**src/rtl/priority_scan_pkg.sv**
```systemverilog
// Shared definitions for the priority scan encoder.
//   state_t           : two-state controller encoding (IDLE, SCAN)
//   NONE_CODE_DEFAULT : index reported for an all-zero request vector
//   MAX_WIDTH         : widest request vector the helper function handles
//   pop_is_one()      : true when exactly one bit of the argument is set
package priority_scan_pkg;

    typedef enum logic {
        IDLE = 1'b0,
        SCAN = 1'b1
    } state_t;

    localparam logic [7:0] NONE_CODE_DEFAULT = 8'hF0;
    localparam int         MAX_WIDTH         = 256;

    // Narrower vectors are zero-extended by the caller; x & (x-1) clears the
    // lowest set bit, so a non-zero x with nothing left over has one bit set.
    function automatic logic pop_is_one(input logic [MAX_WIDTH-1:0] v);
        return (v != '0) && ((v & (v - MAX_WIDTH'(1))) == '0);
    endfunction

endpackage

```
**src/rtl/pse_find_first.sv**
```systemverilog
// Combinational first-set-bit finder.
// Ports:
//   vec       in  [WIDTH]  vector to search
//   msb_first in  1        1 = report highest set bit, 0 = lowest
//   idx       out [IDX_W]  position of the reported bit (0 when vec is zero)
//   onehot    out [WIDTH]  one-hot mask of the reported bit (0 when vec is zero)
//   any       out 1        vec has at least one bit set
module pse_find_first #(
    parameter int WIDTH = 16,
    parameter int IDX_W = $clog2(WIDTH)
) (
    input  logic [WIDTH-1:0] vec,
    input  logic             msb_first,
    output logic [IDX_W-1:0] idx,
    output logic [WIDTH-1:0] onehot,
    output logic             any
);

    // The last match in scan order wins, so scanning upward finds the
    // highest set bit and scanning downward finds the lowest.
    always_comb begin
        idx = '0;
        any = |vec;
        if (msb_first) begin
            for (int i = 0; i < WIDTH; i++) begin
                if (vec[i]) idx = IDX_W'(i);
            end
        end else begin
            for (int i = WIDTH - 1; i >= 0; i--) begin
                if (vec[i]) idx = IDX_W'(i);
            end
        end
    end

    // Built by comparison rather than by indexing so a non-power-of-2 WIDTH
    // never addresses a bit beyond WIDTH-1.
    always_comb begin
        onehot = '0;
        for (int i = 0; i < WIDTH; i++) begin
            onehot[i] = any && (IDX_W'(i) == idx);
        end
    end

endmodule

```
**src/rtl/priority_scan_encoder.sv**
```systemverilog
// Sequential priority scan encoder: accepts a request vector and streams the
// index of every set bit, one per output beat, MSB-first or LSB-first as
// chosen with each vector. An all-zero vector yields one NONE_CODE beat.
//
// Optional feature macro: PRIORITY_SCAN_ONEHOT_EN adds port out_onehot.
//
// Ports:
//   clk          in   system clock, rising edge
//   rst          in   synchronous active-high reset
//   in_valid     in   in_vec / in_msb_first valid
//   in_ready     out  block can accept a vector (state IDLE)
//   in_vec       in   [WIDTH] request vector
//   in_msb_first in   1 = highest index first, 0 = lowest first
//   out_valid    out  out_idx / out_last / out_none valid (state SCAN)
//   out_ready    in   consumer accepts the current beat
//   out_idx      out  [OUT_W] index of current bit, or NONE_CODE
//   out_last     out  final beat for this vector
//   out_none     out  vector was all-zero
//   out_onehot   out  [WIDTH] mask of reported bit (macro builds only)
//   busy         out  a vector is held (state SCAN)
//
// Handshake: a transfer happens on a rising edge where valid and ready are
// both high; valid never depends combinationally on ready, and while valid is
// high without ready the payload holds stable.
module priority_scan_encoder
    import priority_scan_pkg::*;
#(
    parameter int         WIDTH     = 16,
    parameter int         OUT_W     = 8,
    parameter logic [7:0] NONE_CODE = NONE_CODE_DEFAULT
) (
    input  logic             clk,
    input  logic             rst,
    input  logic             in_valid,
    output logic             in_ready,
    input  logic [WIDTH-1:0] in_vec,
    input  logic             in_msb_first,
    output logic             out_valid,
    input  logic             out_ready,
    output logic [OUT_W-1:0] out_idx,
    output logic             out_last,
    output logic             out_none,
`ifdef PRIORITY_SCAN_ONEHOT_EN
    output logic [WIDTH-1:0] out_onehot,
`endif
    output logic             busy
);

    localparam int IDX_W = $clog2(WIDTH);

    state_t           state_q, state_d;
    logic [WIDTH-1:0] res_q, res_d;
    logic             dir_q, dir_d;

    logic [IDX_W-1:0] ff_idx;
    logic [WIDTH-1:0] ff_onehot;
    logic             ff_any;
    logic             last_raw;

    pse_find_first #(
        .WIDTH (WIDTH),
        .IDX_W (IDX_W)
    ) u_find (
        .vec       (res_q),
        .msb_first (dir_q),
        .idx       (ff_idx),
        .onehot    (ff_onehot),
        .any       (ff_any)
    );

    // A zero residual only occurs for a vector that was zero when loaded,
    // and that vector is a single beat.
    assign last_raw = !ff_any || pop_is_one(MAX_WIDTH'(res_q));

    always_ff @(posedge clk) begin
        if (rst) begin
            state_q <= IDLE;
            res_q   <= '0;
            dir_q   <= 1'b1;
        end else begin
            state_q <= state_d;
            res_q   <= res_d;
            dir_q   <= dir_d;
        end
    end

    always_comb begin
        state_d = state_q;
        res_d   = res_q;
        dir_d   = dir_q;
        case (state_q)
            IDLE: begin
                if (in_valid) begin
                    res_d   = in_vec;
                    dir_d   = in_msb_first;
                    state_d = SCAN;
                end
            end
            SCAN: begin
                if (out_ready) begin
                    if (last_raw) begin
                        res_d   = '0;
                        state_d = IDLE;
                    end else begin
                        res_d = res_q & ~ff_onehot;
                    end
                end
            end
            default: begin
                state_d = IDLE;
                res_d   = '0;
            end
        endcase
    end

    assign in_ready  = (state_q == IDLE);
    assign out_valid = (state_q == SCAN);
    assign busy      = (state_q == SCAN);

    // Payload is forced to zero outside SCAN so the idle residual (zero)
    // does not masquerade as a NONE beat.
    always_comb begin
        out_idx  = '0;
        out_last = 1'b0;
        out_none = 1'b0;
        if (state_q == SCAN) begin
            out_none = !ff_any;
            out_last = last_raw;
            out_idx  = ff_any ? OUT_W'(ff_idx) : OUT_W'(NONE_CODE);
        end
    end

`ifdef PRIORITY_SCAN_ONEHOT_EN
    assign out_onehot = (state_q == SCAN) ? ff_onehot : '0;
`endif

endmodule

```
**config.mk**
```make
export PLATFORM = sky130hd
export DESIGN_NAME = priority_scan_encoder
export DESIGN_NICKNAME = d
export VERILOG_FILES = /design/src/rtl/priority_scan_pkg.sv /design/src/rtl/pse_find_first.sv /design/src/rtl/priority_scan_encoder.sv
export SDC_FILE = /design/constraint.sdc
export NUM_CORES = 1
export LEC_CHECK = 0
export ABC_AREA = 1
export CORE_AREA = 10 10 70 72
export CTS_CLUSTER_DIAMETER = 100
export DETAILED_ROUTE_END_ITERATION = 6
export DIE_AREA = 0 0 80 82
export HOLD_SLACK_MARGIN = 0.02
export MAX_ROUTING_LAYER = met4
export PLACE_DENSITY = 0.77
export SYNTH_ARGS = -nofsm -noshare
export SYNTH_HDL_FRONTEND = slang
export SYNTH_HIERARCHICAL = 1
export SYNTH_SLANG_ARGS = --single-unit
```
**constraint.sdc**
```tcl
create_clock -name clk -period 2.4 [get_ports clk]
set_input_delay 0.48 -clock clk [delete_from_list [all_inputs] [get_ports clk]]
set_output_delay 0.48 -clock clk [all_outputs]
set_load 0.05 [all_outputs]
```
# --- Yosys cells after proc, flatten, opt, wreduce, memory -nomap -nowiden ---
# Index checks and enable logic that the tools add are counted.
totals:
  register_bits: 18
  input_bits: 21
classes:
  addsub: 1
  eq_ne: 17
  muxes: 44
  bitwise: 4
  n_reduce_logical: 25
op_table:
  columns: ["cell", "n"]
  rows:
  - ["16-bit by 256-bit AND with 256-bit output", 1]
  - ["256-bit zero test", 1]
  - ["4-bit 2-to-1 mux", 25]
  - ["16-bit 2-to-1 mux", 3]
  - ["4-bit == test (first input constant)", 8]
  - ["16-bit case mux with 2 select lines", 1]
  - ["1-bit logical AND", 17]
  - ["16-bit by 1-bit subtractor with 17-bit output (second input constant)", 1]
  - ["16-bit AND", 1]
  - ["3-bit by 4-bit == test with 1-bit output (first input constant)", 4]
  - ["8-bit 2-to-1 mux", 2]
  - ["16-bit inverter", 1]
  - ["16-bit nonzero test", 1]
  - ["16-bit OR reduction", 1]
  - ["3-bit 2-to-1 mux", 4]
  - ["2-bit by 4-bit == test with 1-bit output (first input constant)", 2]
  - ["1-bit 2-to-1 mux", 6]
  - ["1-bit by 4-bit == test with 1-bit output (first input constant)", 1]
  - ["4-bit zero test", 1]
  - ["2-bit 2-to-1 mux", 2]
  - ["2-bit inequality test (second input constant)", 2]
  - ["2-bit AND reduction", 2]
  - ["1-bit case mux with 2 select lines", 1]
  - ["1-bit zero test", 1]
  - ["other kinds (2)", 2]

# --- Depth between registers and ports, before layout ---
depth:
  depth_word: 24
  depth_mapped: 22
  mapped_depth_nobuf: 22

# --- Modules after synthesis ---
# The synthesis kept the hierarchy.
by_module_without_submodules:
  columns: ["module", "instances", "cells_each", "area_per_inst_um2", "seq_area_each_um2"]
  rows:
  - ["priority_scan_encoder", 1, 205, 1261.2, 360.3]
  - ["pse_find_first", 1, 112, 498.0, 0.0]

# --- Worst setup path after synthesis ---
# Ideal clock, no wire load.
synth_path:
  kind: "flip-flop to output port"
  from: "reg state_q (netlist: busy)"
  to: "out out_idx[4]"
  arrival_time_ps: 2164
  required_time_ps: 1920
  setup_slack_ps: -244
  stages_incl_launch_ff: 4
  path_buffers: 1
  path_cell_list: "dfxtp_1 -> inv_2 -> nor2_1 -> buf_4"
synth_between:
  elab_chain_len: 1
synth_lines:
  columns: ["element", "line", "source"]
  rows:
  - ["start, declared", "priority_scan_encoder.sv:51", "state_t state_q, state_d;"]
  - ["start signal, assigned", "priority_scan_encoder.sv:81", "state_q <= state_d;"]
  - ["8-bit 2-to-1 mux", "priority_scan_encoder.sv:126", "if (state_q == SCAN) begin"]
  - ["end, declared", "priority_scan_encoder.sv:40", "output logic [OUT_W-1:0] out_idx,"]
# Every way passes these cells.

# --- Worst setup path after layout ---
layout_path:
  from: "reg res_q[13]"
  to: "out out_last"
layout_between:
  elab_chain_len: 6
layout_lines:
  columns: ["element", "line", "source"]
  rows:
  - ["start, declared", "priority_scan_encoder.sv:52", "logic [WIDTH-1:0] res_q, res_d;"]
  - ["start signal, assigned", "priority_scan_encoder.sv:82", "res_q <= res_d;"]
  - ["16-bit by 1-bit subtractor with 17-bit output", "priority_scan_pkg.sv:19", "return (v != '0) && ((v & (v - MAX_WIDTH'(1))) == '0);"]
  - ["16-bit by 256-bit AND with 256-bit output", "priority_scan_pkg.sv:19", null]
  - ["256-bit zero test", "priority_scan_pkg.sv:19", null]
  - ["1-bit logical AND", "priority_scan_pkg.sv:19", null]
  - ["1-bit logical OR (*)", "priority_scan_encoder.sv:73", "assign last_raw = !ff_any || pop_is_one(MAX_WIDTH'(res_q));"]
  - ["1-bit 2-to-1 mux (*)", "priority_scan_encoder.sv:126", null]
  - ["end, declared", "priority_scan_encoder.sv:41", "output logic out_last,"]
# Every way passes the cells marked *; elsewhere a longest branch is shown, timed or not.

==> run metrics <==
vias per inst 5.374; CP Capture Type primary output; R2R Path Start res_q[3]$_SDFFE_PP0P_; die area roughly 6600 sq um; largest area contributor in the netlist nand2_1; DP Cell Count 394; Yosys reg bits 18; worst rel slew slack 66.46%; vias in the first global route 1991; fin. max-slew vios 0; diodes inserted 0; final WL 5470 microns; Post-Syn Nets about 340; clk slew on worst S/H paths 0.10 ns; wire length per cell roughly 13 microns; initial antenna violation count 0; minimum hold slack 0.5871 ns; Pleak roughly 1.1 nW; Post-synth top flop dfxtp_1; Logic pwr share 60.0%; final setup fails 0; pin count of the biggest net entering global routing 19; Clock Skew 0.0006551 ns; vias 2182; CTS tree done; Final period util 99.29%; antenna-violating nets left 0; Seq pwr share slightly below 30%; nets@finish between 300 and 400; clock root buffer clkbuf_4; Mapped Cells 317; Post-synth top cells 99 x nand2_1, 47 x nor2_1, 41 x o21ai_0, 31 x inv_1, 18 x dfxtp_1; ys async rst share 0%; FMAX approximately 0.42 GHz; Cell Rows 22; minimum clock period 2.383 ns; Initial Utilization 49.16%; Post-Synth Adder-Cell Area 0%; H-tree levels 1; final hold vios 0; total power draw 1.364 mW; Simple-Gate Fraction of Synth Area 49.29%; Area contributors post-synth nand2_1 21%, dfxtp_1 20%, o21ai_0 12%; Pint between 0.7 and 0.8 mW; Hold Path Class reg2reg; Post-Layout Cell Count 406; share of layout cells above drive strength 1 24.02%; all-layer global routing usage 16.89%; first-pass GRT wire length slightly below 9000 microns; Final Wtd Congestion 0.9366; Synth cell types 22; total negative setup slack 0 ns; mux contribution to synthesized area 0%; CTS buffer count 3; status finished clean; Arr. time, crit path ~1.9 ns; Post-Syn Area 1759 sq um; clock power share 10.9%; largest family of logic cells by synthesized area simple AND/OR/NAND/NOR gates; Pre-antenna DRT Iters 5; top-level I/O count 34; NetSw 0.6476 mW; worst-skew pair later-pin latency 0.29 ns; sequential-to-total area share from yosys stat 20.48%; Max-Cap Viols 0; RSZ-0062 raised after global routing true; most common cell in the netlist nand2_1; Crit. Startpoint res_q[13]$_SDFFE_PP0P_; estimated wirelength of the detail-placed design 4043 microns; Syn Area/Cell 5.549 sq um; hold path startpoint dir_q$_SDFFE_PP1P_; CTS Sinks 18; peak supply drop roughly 0.0004 V; XOR/XNOR Fraction of Synth Area 0%; synth warn 6; core area between 3000 and 4000 sq um; worst endpoint required time 1.92 ns; crit path kind reg2out; PD cells 564.5 nW/um^2; Layout area overhead 37.41%; Switching Fraction between 40% and 50%; Synth top area share 21.12%; Die X 80 microns; die height 82 microns; Least-Margin Pin Slew 0.5015 ns; Post-synth EDFFs 0; post-synthesis compound-gate area fraction 18.28%; DR iter-0 viols 166; Crit Path Max Fanout 5; crit path launch type register; Congestion Overflow GR 0; drt drc 0; PortBufs 33; Max clock buf depth 2
cell families (layout without fill, tap and decap cells):
logic type | Yosys count | after routing
simple gates | 189 | 189
compound gates | 61 | 61
buf+inv | 49 | 90
flops | 18 | 18
power by group through the flow:
stage | Clock [mW] | Sequential [mW] | Combinational (mW)
finish | 0.148 | 0.398 | 0.819
global route | 0.158 | 0.404 | 0.902
CTS | 0.149 | 0.391 | 0.724
detailed placement | 0 | 0.395 | 0.717
global placement | 0 | 0.394 | 0.710
floorplan | 0 | 0.381 | 0.510
placed cells by master, fill, tap and decap left out, drive strengths merged:
cell,n
nand2,108
nor2,53
o21ai,41
inv,37
buf,27
clkdlybuf4s50,23
a21oi,18
dfxtp,18
nand3,12
nor3b,9
nor3,7
clkbuf,3
o31ai,2
sequential cells by signal (all words and copies together), names as in the netlist:
register,count
dir_q,1
res_q,16
busy,1
repair_timing:
| action | CTS | global route |
|---|---|---|
| buffers inserted | 0 | 9 |
| hold buffers | 0 | 0 |
| pin swaps | 0 | 20 |
| setup endpoints to repair | 9 | 10 |
| resized for setup | 11 | 29 |
cell type report:
| type | instances | area [sq um] |
|---|---|---|
| Timing Repair Buffer | 50 | 558.0 |
| Clock buffer | 3 | 22.52 |
| Tap cell | 48 | 60.06 |
| Sequential cell | 18 | 389.1 |
| Inverter | 37 | 138.9 |
| Multi-Input combinational cell | 250 | 1249 |
| Fill cell | 325 | 1161 |
worst paths after layout:
check	to	cells after the start	slack (ns)
min reg2reg	dir_q$_SDFFE_PP1P_	2	0.59
min	dir_q$_SDFFE_PP1P_	2	0.59
max reg2reg	res_q[8]$_SDFFE_PP0P_	22	0.26
max	out_last	11	0.02
worst max-delay path, cell delays in order, from the launching register on:
cell	delay, ns
dfxtp_4	0.38
buf_4	0.15
nor2_2	0.12
nand2_1	0.08
nand2_1	0.07
nand2_1	0.05
nor2_1	0.11
nand2_1	0.10
nor2_4	0.11
nand3_4	0.11
a21oi_4	0.18
buf_12	0.15
metrics by stage:
| step | utilization [%] | instance area (sq um) | setup WS, ns |
|---|---|---|---|
| 3_5_place_dp | 62.69 | 2243 | 0.2089 |
| 4_1_cts | 63.85 | 2285 | -0.03557 |
| 2_1_floorplan | - | 1764 | 0.06324 |
| 5_1_grt | 67.55 | 2417 | -0.1359 |
| 3_3_place_gp | 62.69 | 2243 | 0.2331 |
| 6_report | 67.55 | 2417 | 0.01699 |
per-layer routing:
| metal | track usage (%) | vias to the layer above | routed length [microns] |
|---|---|---|---|
| met2 | 28.01 | 95 | 2602 |
| li1 | - | 1087 | - |
| met1 | 20.79 | 980 | 2405 |
| met3 | 2.183 | 20 | 289 |
| met5 | - | - | 0 |
| met4 | 5.282 | 0 | 172 |
(Power assumes the default switching activity.)
